### src/rtl/cpu_step_controller.sv
// Step/run/halt controller: turns the divided slow clock, a step button and a run switch
// into single-cycle CPU clock enables in the clk domain, and counts issued steps.

module cpu_step_debounce #(
   parameter int unsigned DEBOUNCE_CYCLES = 1_000_000
) (
   input  logic clk,
   input  logic rst,
   input  logic raw_i,
   output logic sync_o,
   output logic level_o
);
   localparam int unsigned DB_W = $clog2(DEBOUNCE_CYCLES + 1);
   localparam logic [DB_W-1:0] DB_LAST = DB_W'(DEBOUNCE_CYCLES - 1);

   logic            s1_q, s2_q, level_q;
   logic [DB_W-1:0] cnt_q;

   always_ff @(posedge clk or posedge rst) begin
      if (rst) begin
         s1_q    <= 1'b0;
         s2_q    <= 1'b0;
         level_q <= 1'b0;
         cnt_q   <= '0;
      end else begin
         s1_q <= raw_i;
         s2_q <= s1_q;
         if (s2_q == level_q) begin
            cnt_q <= '0;
         end else if (cnt_q == DB_LAST) begin
            level_q <= s2_q;
            cnt_q   <= '0;
         end else begin
            cnt_q <= cnt_q + 1'b1;
         end
      end
   end

   assign sync_o  = s2_q;
   assign level_o = level_q;
endmodule

module cpu_step_controller #(
   parameter int unsigned DEBOUNCE_CYCLES = 1_000_000,
   parameter int unsigned CNT_W           = 16
) (
   input  logic             clk,
   input  logic             rst,
   input  logic             slow_clk,
   input  logic             btn_step,
   input  logic             sw_run,
   input  logic             halt_req,
   output logic             cpu_ce,
   output logic [1:0]       mode,
   output logic             halted,
   output logic [CNT_W-1:0] step_count
);
   typedef enum logic [1:0] {
      PAUSED = 2'b00,
      RUN    = 2'b01,
      STEP   = 2'b10,
      HALTED = 2'b11
   } state_t;

   state_t           state_q, state_d;
   logic             ce_q, ce_d;
   logic [CNT_W-1:0] cnt_q, cnt_d;
   logic             slow_s1_q, slow_s2_q, slow_s3_q, tick_q;
   logic             btn_sync, btn_db, run_sync, run_db;
   logic             btn_prev_q, btn_armed_q;
   logic [1:0]       prime_q;
   logic             step_req;

   cpu_step_debounce #(.DEBOUNCE_CYCLES(DEBOUNCE_CYCLES)) u_db_btn (
      .clk(clk), .rst(rst), .raw_i(btn_step), .sync_o(btn_sync), .level_o(btn_db)
   );

   cpu_step_debounce #(.DEBOUNCE_CYCLES(DEBOUNCE_CYCLES)) u_db_run (
      .clk(clk), .rst(rst), .raw_i(sw_run), .sync_o(run_sync), .level_o(run_db)
   );

   // Steps are armed only once the synchronised button has been seen released after
   // the pipeline has filled, so a button held through reset cannot cause a step.
   always_ff @(posedge clk or posedge rst) begin
      if (rst) begin
         slow_s1_q   <= 1'b0;
         slow_s2_q   <= 1'b0;
         slow_s3_q   <= 1'b0;
         tick_q      <= 1'b0;
         btn_prev_q  <= 1'b0;
         btn_armed_q <= 1'b0;
         prime_q     <= '0;
      end else begin
         slow_s1_q  <= slow_clk;
         slow_s2_q  <= slow_s1_q;
         slow_s3_q  <= slow_s2_q;
         tick_q     <= slow_s2_q & ~slow_s3_q;
         btn_prev_q <= btn_db;
         prime_q    <= {prime_q[0], 1'b1};
         if (prime_q[1] && !btn_sync)
            btn_armed_q <= 1'b1;
      end
   end

   assign step_req = btn_db & ~btn_prev_q & btn_armed_q;

   always_comb begin
      state_d = state_q;
      ce_d    = 1'b0;
      case (state_q)
         PAUSED: begin
            if (halt_req)      state_d = HALTED;
            else if (run_db)   state_d = RUN;
            else if (step_req) begin
               state_d = STEP;
               ce_d    = 1'b1;
            end
         end
         STEP:    state_d = halt_req ? HALTED : PAUSED;
         RUN: begin
            if (halt_req)     state_d = HALTED;
            else if (!run_db) state_d = PAUSED;
            else              ce_d    = tick_q;
         end
         HALTED: begin
            if (!run_db && !halt_req) state_d = PAUSED;
         end
         default: state_d = PAUSED;
      endcase
      cnt_d = ce_d ? cnt_q + 1'b1 : cnt_q;
   end

   always_ff @(posedge clk or posedge rst) begin
      if (rst) begin
         state_q <= PAUSED;
         ce_q    <= 1'b0;
         cnt_q   <= '0;
      end else begin
         state_q <= state_d;
         ce_q    <= ce_d;
         cnt_q   <= cnt_d;
      end
   end

   assign cpu_ce     = ce_q;
   assign mode       = state_q;
   assign halted     = (state_q == HALTED);
   assign step_count = cnt_q;
endmodule

### config.mk
export PLATFORM = sky130hd
export DESIGN_NAME = cpu_step_controller
export DESIGN_NICKNAME = d
export VERILOG_FILES = /design/src/rtl/cpu_step_controller.sv
export SDC_FILE = /design/constraint.sdc
export NUM_CORES = 1
export LEC_CHECK = 0
export BUFFER_PORTS_ARGS = -buffer_cell sky130_fd_sc_hd__clkbuf_2
export CORE_MARGIN = 10
export CORE_UTILIZATION = 40
export CTS_BUF_LIST = sky130_fd_sc_hd__clkbuf_4 sky130_fd_sc_hd__clkbuf_8
export DETAILED_ROUTE_END_ITERATION = 12
export SLEW_MARGIN = 0
export SYNTH_ARGS = -nofsm -noshare
export SYNTH_HDL_FRONTEND = slang
export SYNTH_SLANG_ARGS = --single-unit
### constraint.sdc
create_clock -name clk -period 3.1 [get_ports clk]
set_input_delay 0.465 -clock clk [delete_from_list [all_inputs] [get_ports clk]]
set_output_delay 0.465 -clock clk [all_outputs]
set_load 0.02 [all_outputs]
==> After elaboration in Yosys (flattened, before gate mapping) <==
Cells that the tools add are included.
{ "classes": {"reduce_logical": 9, "n_eq_ne": 10, "n_addsub": 3, "n_mux": 18, "bitwise_logic": 7} }
{ "op_table": {"columns": ["op", "n"], "rows": [
  ["$mux 20", 4],
  ["$add 20x1->20 const B", 2],
  ["$eq 20x20->1 const B", 2],
  ["$add 16x1->16 const B", 1],
  ["$mux 2", 7],
  ["$pmux 2 s4", 1],
  ["$mux 1", 5],
  ["$eq 2x2->1 const B", 2],
  ["$ne 4x3->1 const B", 1],
  ["$not 1->1", 4],
  ["$reduce_and 2->1", 2],
  ["$and 1x1->1", 3],
  ["$logic_not 1->1", 3],
  ["$ne 3x3->1 const B", 1],
  ["$reduce_and 3->1", 1],
  ["$eq 1x1->1", 2],
  ["$eq 2x1->1 const B", 1],
  ["$logic_and 1x1->1", 2],
  ["$logic_not 2->1", 1],
  ["$ne 2x1->1 const B", 1],
  ["$pmux 1 s2", 1]
]} }
{ "totals": {"out_inout_bits": 20, "elab_cells": 65, "in_bits": 6, "ff_bits": 73} }

==> Longest topological paths before layout <==
Gate-level depths: netlist of the first run.
{ "logic_depth": {"word_depth": 7, "ltp_mapped": 7, "depth_no_buf": 6} }

==> Cells and area by module <==
From an unflattened synthesis of the first run, not the netlist that was laid out.
{ "unflattened": {"hier_cells": 318, "hier_area_um2": 3485.8} }
{ "modules_own_cells": {"columns": ["mod", "seq_area_each_um2", "cells_each", "instances", "area_per_inst_um2"], "rows": [
  ["cpu_step_debounce", 575.6, 109, 2, 1118.6],
  ["cpu_step_controller", 675.6, 100, 1, 1248.7]
]} }

==> Worst setup path after synthesis of the first run <==
OpenSTA, ideal clock, no wires.
{ "synth_timing": {"path_kind": "reg2reg", "from": "reg state_q[1] (netlist: mode[1])", "to": "reg cnt_q[3] (netlist: step_count[3])", "synth_period_minus_slack_ns": 2.020, "setup_slack_ns": 1.080, "required_ns": 2.968, "path_stages_with_launch": 8, "t_arrival_ns": 1.889, "path_buffers": 1, "setup_time_ns": 0.132, "path_cell_list": "dfrtp_1 -> inv_1 -> ha_1 -> inv_1 -> o41ai_2 -> buf_2 -> nand3_1 -> xnor2_1"} }
{ "synth_via": {"elab_chain_cells": 2, "elab_cells_between_ends": 3, "cone_classes": "1 x eq/ne; 1 x mux; 1 x reduce/logical"} }
{ "synth_rtl": {"columns": ["item", "line", "text"], "rows": [
  ["from (decl)", "65", "state_t state_q, state_d;"],
  ["from (signal assigned)", "139", "state_q <= state_d;"],
  ["$eq 2x1->1 / $logic_not 2->1 (equally long branches)", "110", "case (state_q)"],
  ["$pmux 1 s2 (*)", "110", null],
  ["net ce_d", "66", "logic ce_q, ce_d;"],
  ["to (signal assigned)", "141", "cnt_q <= cnt_d;"],
  ["to (decl)", "67", "logic [CNT_W-1:0] cnt_q, cnt_d;"]
]} }
Mark *: on every way through the listed nets, which the timed path passes. The rest lies on a longest branch.
A chain may end at the register's enable or synchronous reset.

==> Worst setup path in the final report of the first run <==
{ "layout_timing": {"from": "reg u_db_run.cnt_q[16]", "to": "reg u_db_run.cnt_q[5]"} }
{ "layout_via": {"elab_chain_cells": 3} }
{ "layout_rtl": {"columns": ["item", "line", "text"], "rows": [
  ["from (decl)", "17", "logic [DB_W-1:0] cnt_q;"],
  ["from (signal assigned)", "34", "cnt_q <= cnt_q + 1'b1;"],
  ["$eq 20x20->1", "30", "end else if (cnt_q == DB_LAST) begin"],
  ["$mux 20", "30", null],
  ["$mux 20", "28", "if (s2_q == level_q) begin"]
]} }
Every way passes these cells.

==> flow_summary_export.csv, run 1 <==
group,metric,value,unit
critical_path,cp_max_fo,19,
placed_design,gp_congestion,0.786,
clocking,htree_levels,3,
sta,finalHoldViolations,0,
floorplan,die_w,113,um
grt,grtUsageTotal,11.0,%
yosys,synth.distinct_cells,44,
routing,wire_per_inst,14.6,um
grt,grt_max_degree,74,
clocking,cts_buffers,9,
floorplan,start_util,41.5,%
sta,drv_slew,0,
power,total_power,2.10,mW
placed_design,numPortBuffers,25,
sta,finalSetupTns,0,ns
run,max_cap_viol_count,0,
critical_path,reg2reg_depth,4,
cells_and_area,instances_no_fill,463,
yosys,ys_async_sr_fraction,100,%
routing,top_layer_used,"met4",
clocking,clock_latency,0.35,ns
critical_path,cp-end-kind,"flop",
sta,worst_slack,0.998,ns
worst_hold_path,holdPathStages,1,
grt,overflow,0,
critical_path,crit_arrival,2.29,ns
clocking,clockBufferDepth,2,
critical_path,r2r_start,"u_db_run.cnt_q[16]$_DFF_PP0_",
sta,min_period_over_period,67.8,%
clocking,cts_tree,"yes",
floorplan,core_area,0.00826,sq mm
yosys,syn_area,0.00342,sq mm
clocking,postCtsSetupBuffers,0,
critical_path,start_kind,"flop",
floorplan,rows,33,
routing,first_pass_iters,4,
routing,wl_met1,3.13,mm
placed_design,hpwlAfterDp,4.60,mm
routing,wl,6.77,mm
floorplan,die_area,0.0127,sq mm
clocking,clk_pin_slew,0.08,ns
sta,worst_clock_skew,0.0114,ns
yosys,synthCells,323,
placed_design,dp.cells,448,
worst_hold_path,holdCritPathClass,"primary input to flop",
cells_and_area,seq_area,0.00183,sq mm
cells_and_area,nets,367,
power,ir_worst_vdd,0.000346,V
grt,grt_pass1_wl,11.9,mm
sta,worst-slew-pin-transition,0.906,ns
run_status,status,"finished clean",
grt,grt_pass1_vias,2495,
clocking,cts_hold_buf,0,
power,power_density,539,mW/mm^2
placed_design,dpl_cell_area,0.00366,sq mm
yosys,syn-num-nets,336,
yosys,seq_area_frac_synth,53.4,%
cells_and_area,final_common_cell,"dfrtp_1",
critical_path,required,3.29,ns
routing,via_per_inst,5.29,
critical_path,r2r_end,"u_db_run.cnt_q[5]$_DFF_PP0_",
worst_hold_path,hold_end,"u_db_btn.s1_q$_DFF_PP0_",
sta,max_clock_freq,476,MHz
routing,wl_met2,3.34,mm
routing,drtIter0Drc,162,
power,cellLeakagePower,1.65,nW
worst_hold_path,holdCritStartpoint,"btn_step",
cells_and_area,area_growth,13.9,%
sta,rsz0062_at_grt,"false",
sta,setup_viol,0,
cells_and_area,antenna_cells,0,
sta,slew_headroom,39.6,%
critical_path,setup.worst_path.class,"flop to flop",
cells_and_area,final_layout_size_suffix_gt1_share,15.6,%
clocking,cts_resized,0,
cells_and_area,final_util,47.2,%
yosys,ys.flop_type,"dfrtp_1",
critical_path,slowest_stage,"o31ai_4",
routing,drc,0,
cells_and_area,layout_common_cells,"73 x dfrtp_1, 26 x nor2_1, 25 x nand3_1, 25 x xnor2_1, 25 x clkbuf_2",
clocking,cts.sink_count,73,
critical_path,ff2ff_setup_slack,1.0,ns
floorplan,fp.dieH,113,um
critical_path,slowest_delay,0.74,ns
cells_and_area,fillers,760,
critical_path,crit_buf_inv,0,
routing,antenna_left,0,
floorplan,io_pins,26,
yosys,ys_seq_elements,73,
critical_path,crit_chain,"nand3_1, or4b_1, o31ai_4, nor2_1",
yosys,synth_edf_count,0,
cells_and_area,multi_input_area,0.00152,sq mm
critical_path,path_delay_family,"simple AND/OR/NAND/NOR gates",
placed_design,pre_cts_slack,0.995,ns
yosys,ys.warnings.count,0,
routing,dr_wl_met3,244,um
yosys,syn_avg_cell_area,10.6,sq um
sta,whs,0.225,ns
clocking,clockRootBuffer,"clkbuf_8",
routing,vias,2450,
sta,final.min_clock_period,2.10,ns
cells_and_area,fin_area,0.00390,sq mm
grt,antenna_found_initial,0,
==> synthesized netlist by cell type (all sizes together), types with 7 or more instances <==
| cell | instances | area, sq um |
|---|---|---|
| a21oi | 16 | 83.8 |
| nand3 | 26 | 135 |
| and3 | 8 | 51.3 |
| or4 | 11 | 90.1 |
| o21ai | 8 | 43.8 |
| dfrtp | 73 | 1830 |
| o31ai | 12 | 104 |
| ha | 7 | 87.6 |
| xnor2 | 25 | 219 |
| xor2 | 13 | 114 |
| nor2 | 26 | 97.6 |
| inv | 11 | 41.3 |
| nand2 | 22 | 82.6 |
| nand4 | 15 | 93.8 |
==> layout make-up <==
class / instances / area share [%]
Multi-Input combinational cell: 232 / 38.9
Timing Repair Buffer: 27 / 3.59
Clock buffer: 10 / 3.53
Tap cell: 105 / 3.37
Inverter: 11 / 1.06
Clock inverter: 5 / 2.66
Sequential cell: 73 / 46.8
==> flip-flops by register name (all words and copies together) (netlist names) <==
register and flops:
u_db_btn.cnt_q 20, u_db_run.cnt_q 20, step_count 16, mode 2, prime_q 2, btn_armed_q 1, btn_prev_q 1, cpu_ce 1
slow_s1_q 1, slow_s2_q 1, slow_s3_q 1, tick_q 1, u_db_btn.level_o 1, u_db_btn.s1_q 1, u_db_btn.sync_o 1, u_db_run.level_o 1
u_db_run.s1_q 1, u_db_run.sync_o 1
==> report_power, final <==
part	internal [mW]	switching, mW
sequential	0.979	0.0299
combinational	0.0683	0.129
clock	0.552	0.345
total	1.60	0.504
==> cell families after synthesis <==
| group | after synthesis | share of synthesized area (%) |
|---|---|---|
| AO/OA/AOI/OAI | 42 | 8.37 |
| adder cells (fa/ha/maj) | 7 | 2.56 |
| multiplexers | 2 | 0.658 |
| buffers and inverters | 18 | 2.27 |
| AND/OR/NAND/NOR | 142 | 23.0 |
| XOR/XNOR | 38 | 9.72 |
| other | 1 | 0.110 |
| flip-flops | 73 | 53.4 |
==> worst max path at each step <==
stage	start	to	slack, ns	depth (start not counted)
floorplan	rst	btn_armed_q$_DFFE_PP0P_	0.78	1
global placement	u_db_run.cnt_q[16]$_DFF_PP0_	u_db_run.cnt_q[5]$_DFF_PP0_	1.04	4
detailed placement	u_db_run.cnt_q[16]$_DFF_PP0_	u_db_run.cnt_q[12]$_DFF_PP0_	0.99	4
CTS	u_db_run.cnt_q[16]$_DFF_PP0_	u_db_run.cnt_q[12]$_DFF_PP0_	0.97	4
global route	u_db_run.cnt_q[16]$_DFF_PP0_	u_db_run.cnt_q[2]$_DFF_PP0_	0.86	4
finish	u_db_run.cnt_q[16]$_DFF_PP0_	u_db_run.cnt_q[5]$_DFF_PP0_	1.0	4
==> layer usage <==
metal / vias to the layer above / GRT usage, %
li1: 1226 / -
met1: 1186 / 13.5
met2: 33 / 17.9
met3: 5 / 3.83
met4: 0 / 3.21
met5: - / 0
(Power assumes the default switching activity.)
==> run 2: changes to the inputs <==
==> constraint.sdc (replaced) <==
create_clock -name clk -period 2 [get_ports clk]
set_input_delay 0.3 -clock clk [delete_from_list [all_inputs] [get_ports clk]]
set_output_delay 0.3 -clock clk [all_outputs]
set_load 0.02 [all_outputs]
==> flow_summary_export.csv, run 2 (synthesis results as in run 1) <==
group,metric,value,unit
clocking,cts_tree,"yes",
cells_and_area,instances_no_fill,472,
placed_design,numPortBuffers,25,
cells_and_area,multi_input_area,0.00153,sq mm
critical_path,cp-end-kind,"flop",
power,ir_worst_vdd,0.000475,V
cells_and_area,fillers,771,
critical_path,required,2.28,ns
power,power_density,776,mW/mm^2
clocking,htree_levels,3,
power,total_power,3.08,mW
critical_path,reg2reg_depth,5,
routing,via_per_inst,5.29,
cells_and_area,antenna_cells,0,
power,comb_power_share,10.8,%
sta,whs,0.0597,ns
grt,grt_pass1_vias,2489,
floorplan,rows,33,
routing,first_pass_iters,5,
power,intPower,2.28,mW
worst_hold_path,holdPathStages,1,
sta,drv_slew,0,
routing,vias,2497,
cells_and_area,final_common_cell,"dfrtp_1",
sta,finalHoldViolations,0,
clocking,cts_buffers,9,
grt,grt_pass1_wl,12.0,mm
placed_design,hpwlAfterDp,4.70,mm
sta,max_clock_freq,516,MHz
cells_and_area,seq_area,0.00183,sq mm
grt,grtUsageTotal,11.2,%
grt,antenna_found_initial,0,
grt,grt_max_degree,45,
run,max_cap_viol_count,0,
sta,min_period_over_period,96.9,%
critical_path,start_kind,"flop",
run_status,status,"finished clean",
floorplan,start_util,41.5,%
critical_path,crit_arrival,2.22,ns
clocking,clockBufferDepth,2,
sta,setup_viol,0,
clocking,clockRootBuffer,"clkbuf_8",
floorplan,core_area,0.00826,sq mm
power,power_switching,0.805,mW
placed_design,dp.cells,454,
sta,worst_clock_skew,0.00601,ns
cells_and_area,area_growth,15.9,%
clocking,cts.sink_count,73,
cells_and_area,nets,375,
routing,antenna_left,0,
sta,rsz0062_at_grt,"false",
cells_and_area,layout_common_cells,"73 x dfrtp_1, 26 x nor2_1, 25 x nand3_1, 25 x xnor2_1, 25 x clkbuf_2",
routing,drc,0,
placed_design,gp_congestion,0.779,
grt,overflow,0,
critical_path,setup.worst_path.class,"flop to flop",
clocking,clock_latency,0.34,ns
floorplan,die_area,0.0127,sq mm
critical_path,cp_max_fo,5,
critical_path,ff2ff_setup_slack,0.06,ns
sta,finalSetupTns,0,ns
routing,drtIter0Drc,134,
worst_hold_path,holdCritPathClass,"primary input to flop",
floorplan,io_pins,26,
floorplan,die_w,113,um
sta,final.min_clock_period,1.94,ns
clocking,clk_pin_slew,0.08,ns
routing,wire_per_inst,14.3,um
routing,wl,6.74,mm
cells_and_area,final_layout_size_suffix_gt1_share,17.7,%
floorplan,fp.dieH,113,um
power,cellLeakagePower,1.67,nW
power,power.share.switching,26.1,%
power,p_clk_share,38.5,%
power,seqPwrFrac,50.7,%
-- run 2: cell count changes in the layout (fill, tap and decap cells not counted), sizes merged, moves of 2 or more --
| cell | before | now |
|---|---|---|
| buf | 2 | 9 |
| bufinv | 3 | 1 |
| clkbuf | 35 | 37 |
| clkinv | 2 | 0 |
| clkinvlp | 0 | 4 |
-- run 2: metrics by stage --
stage	utilization [%]	setup slack [ns]	cell area (sq um)
floorplan	-	0.0695	3440
global placement	45.3	0.0833	3740
detailed placement	45.3	0.0362	3740
CTS	47.9	0.0209	3960
global route	48.1	0.00647	3970
finish	48.1	0.0626	3970
-- run 2: layer usage --
metal	part of all wire [%]	wire length (um)	vias to the layer above	track usage (%)
met5	0	0	-	0
met4	0.43	29	0	4.06
met3	4.8	321	2	3.19
met2	47	3200	49	17.8
met1	47	3190	1209	14.1
li1	-	-	1237	-
-- run 2: power by group through the flow --
stage          Sequential (mW)  Clock [mW]  Combinational (mW)
3_5_place_dp              1.59           0               0.332
3_3_place_gp              1.59           0               0.320
6_report                  1.56        1.19               0.332
4_1_cts                   1.56        1.22               0.334
2_1_floorplan             1.61           0               0.201
5_1_grt                   1.57        1.28               0.381
-- run 2: area by class of cell --
class | count | share of cell area, %
clock buffers | 12 | 3.85
clock inverters | 4 | 1.32
inverters | 11 | 1.13
multi-input cells | 232 | 38.6
flip-flops and latches | 73 | 46.0
repair buffers | 35 | 5.74
well taps | 105 | 3.31
-- run 2: path summary, 6_finish.rpt --
check                                               endpoint                   startpoint
worst max register to register  u_db_run.cnt_q[18]$_DFF_PP0_  u_db_run.cnt_q[1]$_DFF_PP0_
worst min-delay path                 u_db_btn.s1_q$_DFF_PP0_                     btn_step
worst max-delay path            u_db_run.cnt_q[18]$_DFF_PP0_  u_db_run.cnt_q[1]$_DFF_PP0_
min in group asynchronous          step_count[6]$_DFFE_PP0P_                          rst
worst min register to register          prime_q[1]$_DFF_PP0_         prime_q[0]$_DFF_PP0_
max in group asynchronous        u_db_run.cnt_q[1]$_DFF_PP0_                          rst
-- run 2: critical path, cell delays in order, from the launching register on --
cell and delay (ns):
dfrtp_1 0.38, ha_2 0.22, nand3_2 0.07, or4_4 0.58, or4_4 0.50, a21oi_2 0.13
-- run 2: timing repair --
action | CTS | global route
hold endpoints to repair | 6 | 0
resized for setup | 0 | 1
buffers inserted | 0 | 1
setup endpoints to repair | 0 | 2
hold buffers | 1 | 0
==> run 3: changes to the inputs <==
--- a/config.mk
+++ b/config.mk
@@ -10,6 +10,7 @@
 export CORE_UTILIZATION = 40
 export CTS_BUF_LIST = sky130_fd_sc_hd__clkbuf_4 sky130_fd_sc_hd__clkbuf_8
 export DETAILED_ROUTE_END_ITERATION = 12
+export PLACE_DENSITY_LB_ADDON = 0.12
 export SLEW_MARGIN = 0
 export SYNTH_ARGS = -nofsm -noshare
 export SYNTH_HDL_FRONTEND = slang
==> flow_summary_export.csv, run 3 (synthesis results as in run 1) <==
group,metric,value,unit
run_status,status,"finished clean",
routing,via_per_inst,5.13,
floorplan,io_pins,26,
floorplan,fp.dieH,113,um
sta,finalHoldViolations,0,
critical_path,setup.worst_path.class,"flop to flop",
placed_design,numPortBuffers,25,
clocking,cts_buffers,9,
cells_and_area,fillers,807,
cells_and_area,instances_no_fill,470,
cells_and_area,nets,373,
routing,antenna_left,0,
routing,wl_met2,3.13,mm
sta,min_period_over_period,93.0,%
critical_path,ff2ff_setup_slack,0.14,ns
grt,grt_pass1_wl,11.4,mm
critical_path,cp_max_fo,5,
clocking,clockBufferDepth,2,
critical_path,reg2reg_depth,4,
critical_path,crit_arrival,2.14,ns
floorplan,rows,33,
power,power_density,769,mW/mm^2
sta,final.min_clock_period,1.86,ns
sta,worst_clock_skew,0.0120,ns
routing,wl,6.62,mm
grt,grt_pass1_vias,2426,
cells_and_area,antenna_cells,0,
floorplan,start_util,41.5,%
routing,drc,0,
routing,top_layer_used,"met4",
placed_design,hpwlAfterDp,4.44,mm
grt,grtUsageTotal,10.6,%
clocking,clockRootBuffer,"clkbuf_8",
routing,first_pass_iters,4,
power,total_power,3.04,mW
clocking,cts_tree,"yes",
placed_design,gp_congestion,0.804,
routing,wl_met1,3.23,mm
sta,drv_slew,0,
routing,wire_per_inst,14.1,um
clocking,cts_hold_buf,0,
critical_path,start_kind,"flop",
clocking,htree_levels,3,
cells_and_area,final_util,47.9,%
cells_and_area,layout_common_cells,"73 x dfrtp_1, 26 x nor2_1, 25 x nand3_1, 25 x xnor2_1, 25 x clkbuf_2",
critical_path,crit_end,"u_db_run.cnt_q[18]$_DFF_PP0_",
critical_path,critPathLaunch,"u_db_run.cnt_q[4]$_DFF_PP0_",
placed_design,dp.cells,453,
floorplan,die_area,0.0127,sq mm
clocking,clk_pin_slew,0.08,ns
power,cellLeakagePower,1.67,nW
placed_design,pre_cts_slack,0.0360,ns
sta,max_clock_freq,538,MHz
cells_and_area,final_layout_size_suffix_gt1_share,17.5,%
cells_and_area,area_growth,15.6,%
sta,setup_viol,0,
floorplan,core_area,0.00826,sq mm
cells_and_area,final_common_cell,"dfrtp_1",
sta,worst_slack,0.141,ns
critical_path,r2r_end,"u_db_run.cnt_q[18]$_DFF_PP0_",
floorplan,die_w,113,um
clocking,clock_latency,0.34,ns
run,max_cap_viol_count,0,
grt,grt_max_degree,74,
sta,finalSetupTns,0,ns
grt,antenna_found_initial,0,
critical_path,cp-end-kind,"flop",
critical_path,r2r_start,"u_db_run.cnt_q[4]$_DFF_PP0_",
sta,rsz0062_at_grt,"false",
critical_path,required,2.28,ns
clocking,cts.sink_count,73,
routing,drtIter0Drc,84,
routing,dr_wl_met3,213,um
power,ir_worst_vdd,0.000537,V
grt,overflow,0,
worst_hold_path,holdCritPathClass,"primary input to asynchronous set/reset pin",
routing,vias,2410,
[run 3: cell types whose count changed in the layout (fill, tap and decap cells not counted), sizes merged]
cell | previous run | this run
clkinvlp | 4 | 3
clkinv | 0 | 2
clkbuf | 37 | 36
buf | 9 | 8
dlygate4sd3 | 1 | 0
[run 3: routing by layer]
| metal | global-route usage (%) | up-vias |
|---|---|---|
| met3 | 3.19 | 4 |
| li1 | - | 1235 |
| met5 | 0 | - |
| met4 | 4.15 | 0 |
| met2 | 17.7 | 25 |
| met1 | 12.7 | 1146 |
[run 3: metrics by stage]
stage,hold slack (ns),cell area [sq um]
floorplan,0.331,3440
global placement,0.332,3750
detailed placement,0.337,3750
CTS,0.0355,3950
global route,0.0309,3960
finish,0.0464,3960
[run 3: timing repair]
| item | 4_1_cts | 5_1_grt |
|---|---|---|
| resized for setup | 0 | 1 |
| buffers inserted | 0 | 1 |
| endpoints found under the setup margin | 0 | 2 |
| endpoints found under the hold margin | 0 | 0 |
[run 3: how the worst min path moves through the flow]
stage	end	cells after the start
floorplan	prime_q[1]$_DFF_PP0_	0
global placement	prime_q[1]$_DFF_PP0_	0
detailed placement	slow_s2_q$_DFF_PP0_	0
CTS	u_db_btn.s1_q$_DFF_PP0_	1
global route	u_db_btn.s1_q$_DFF_PP0_	1
finish	mode[1]$_DFFE_PP0P_	3
[run 3: power breakdown]
part	total (mW)	internal (mW)	switching [mW]	leakage [nW]
combinational	0.317	0.116	0.201	0.593
clock	1.17	0.620	0.546	0.0987
sequential	1.56	1.52	0.0439	0.982
[run 3: worst max-delay path: stages (launching register included)]
cell and delay (ns):
dfrtp_1 0.41, nand3_1 0.17, or4_4 0.58, or4_4 0.50, a21oi_2 0.15
[run 3: layout make-up]
cell class | instances | area [sq um] | share of cell area, %
clock buffer | 11 | 145 | 3.67
clock inverter | 5 | 55.1 | 1.39
inverter | 11 | 45.0 | 1.14
multi-input combinational | 232 | 1530 | 38.7
sequential | 73 | 1830 | 46.1
tap | 105 | 131 | 3.32
timing repair buffer | 33 | 223 | 5.63
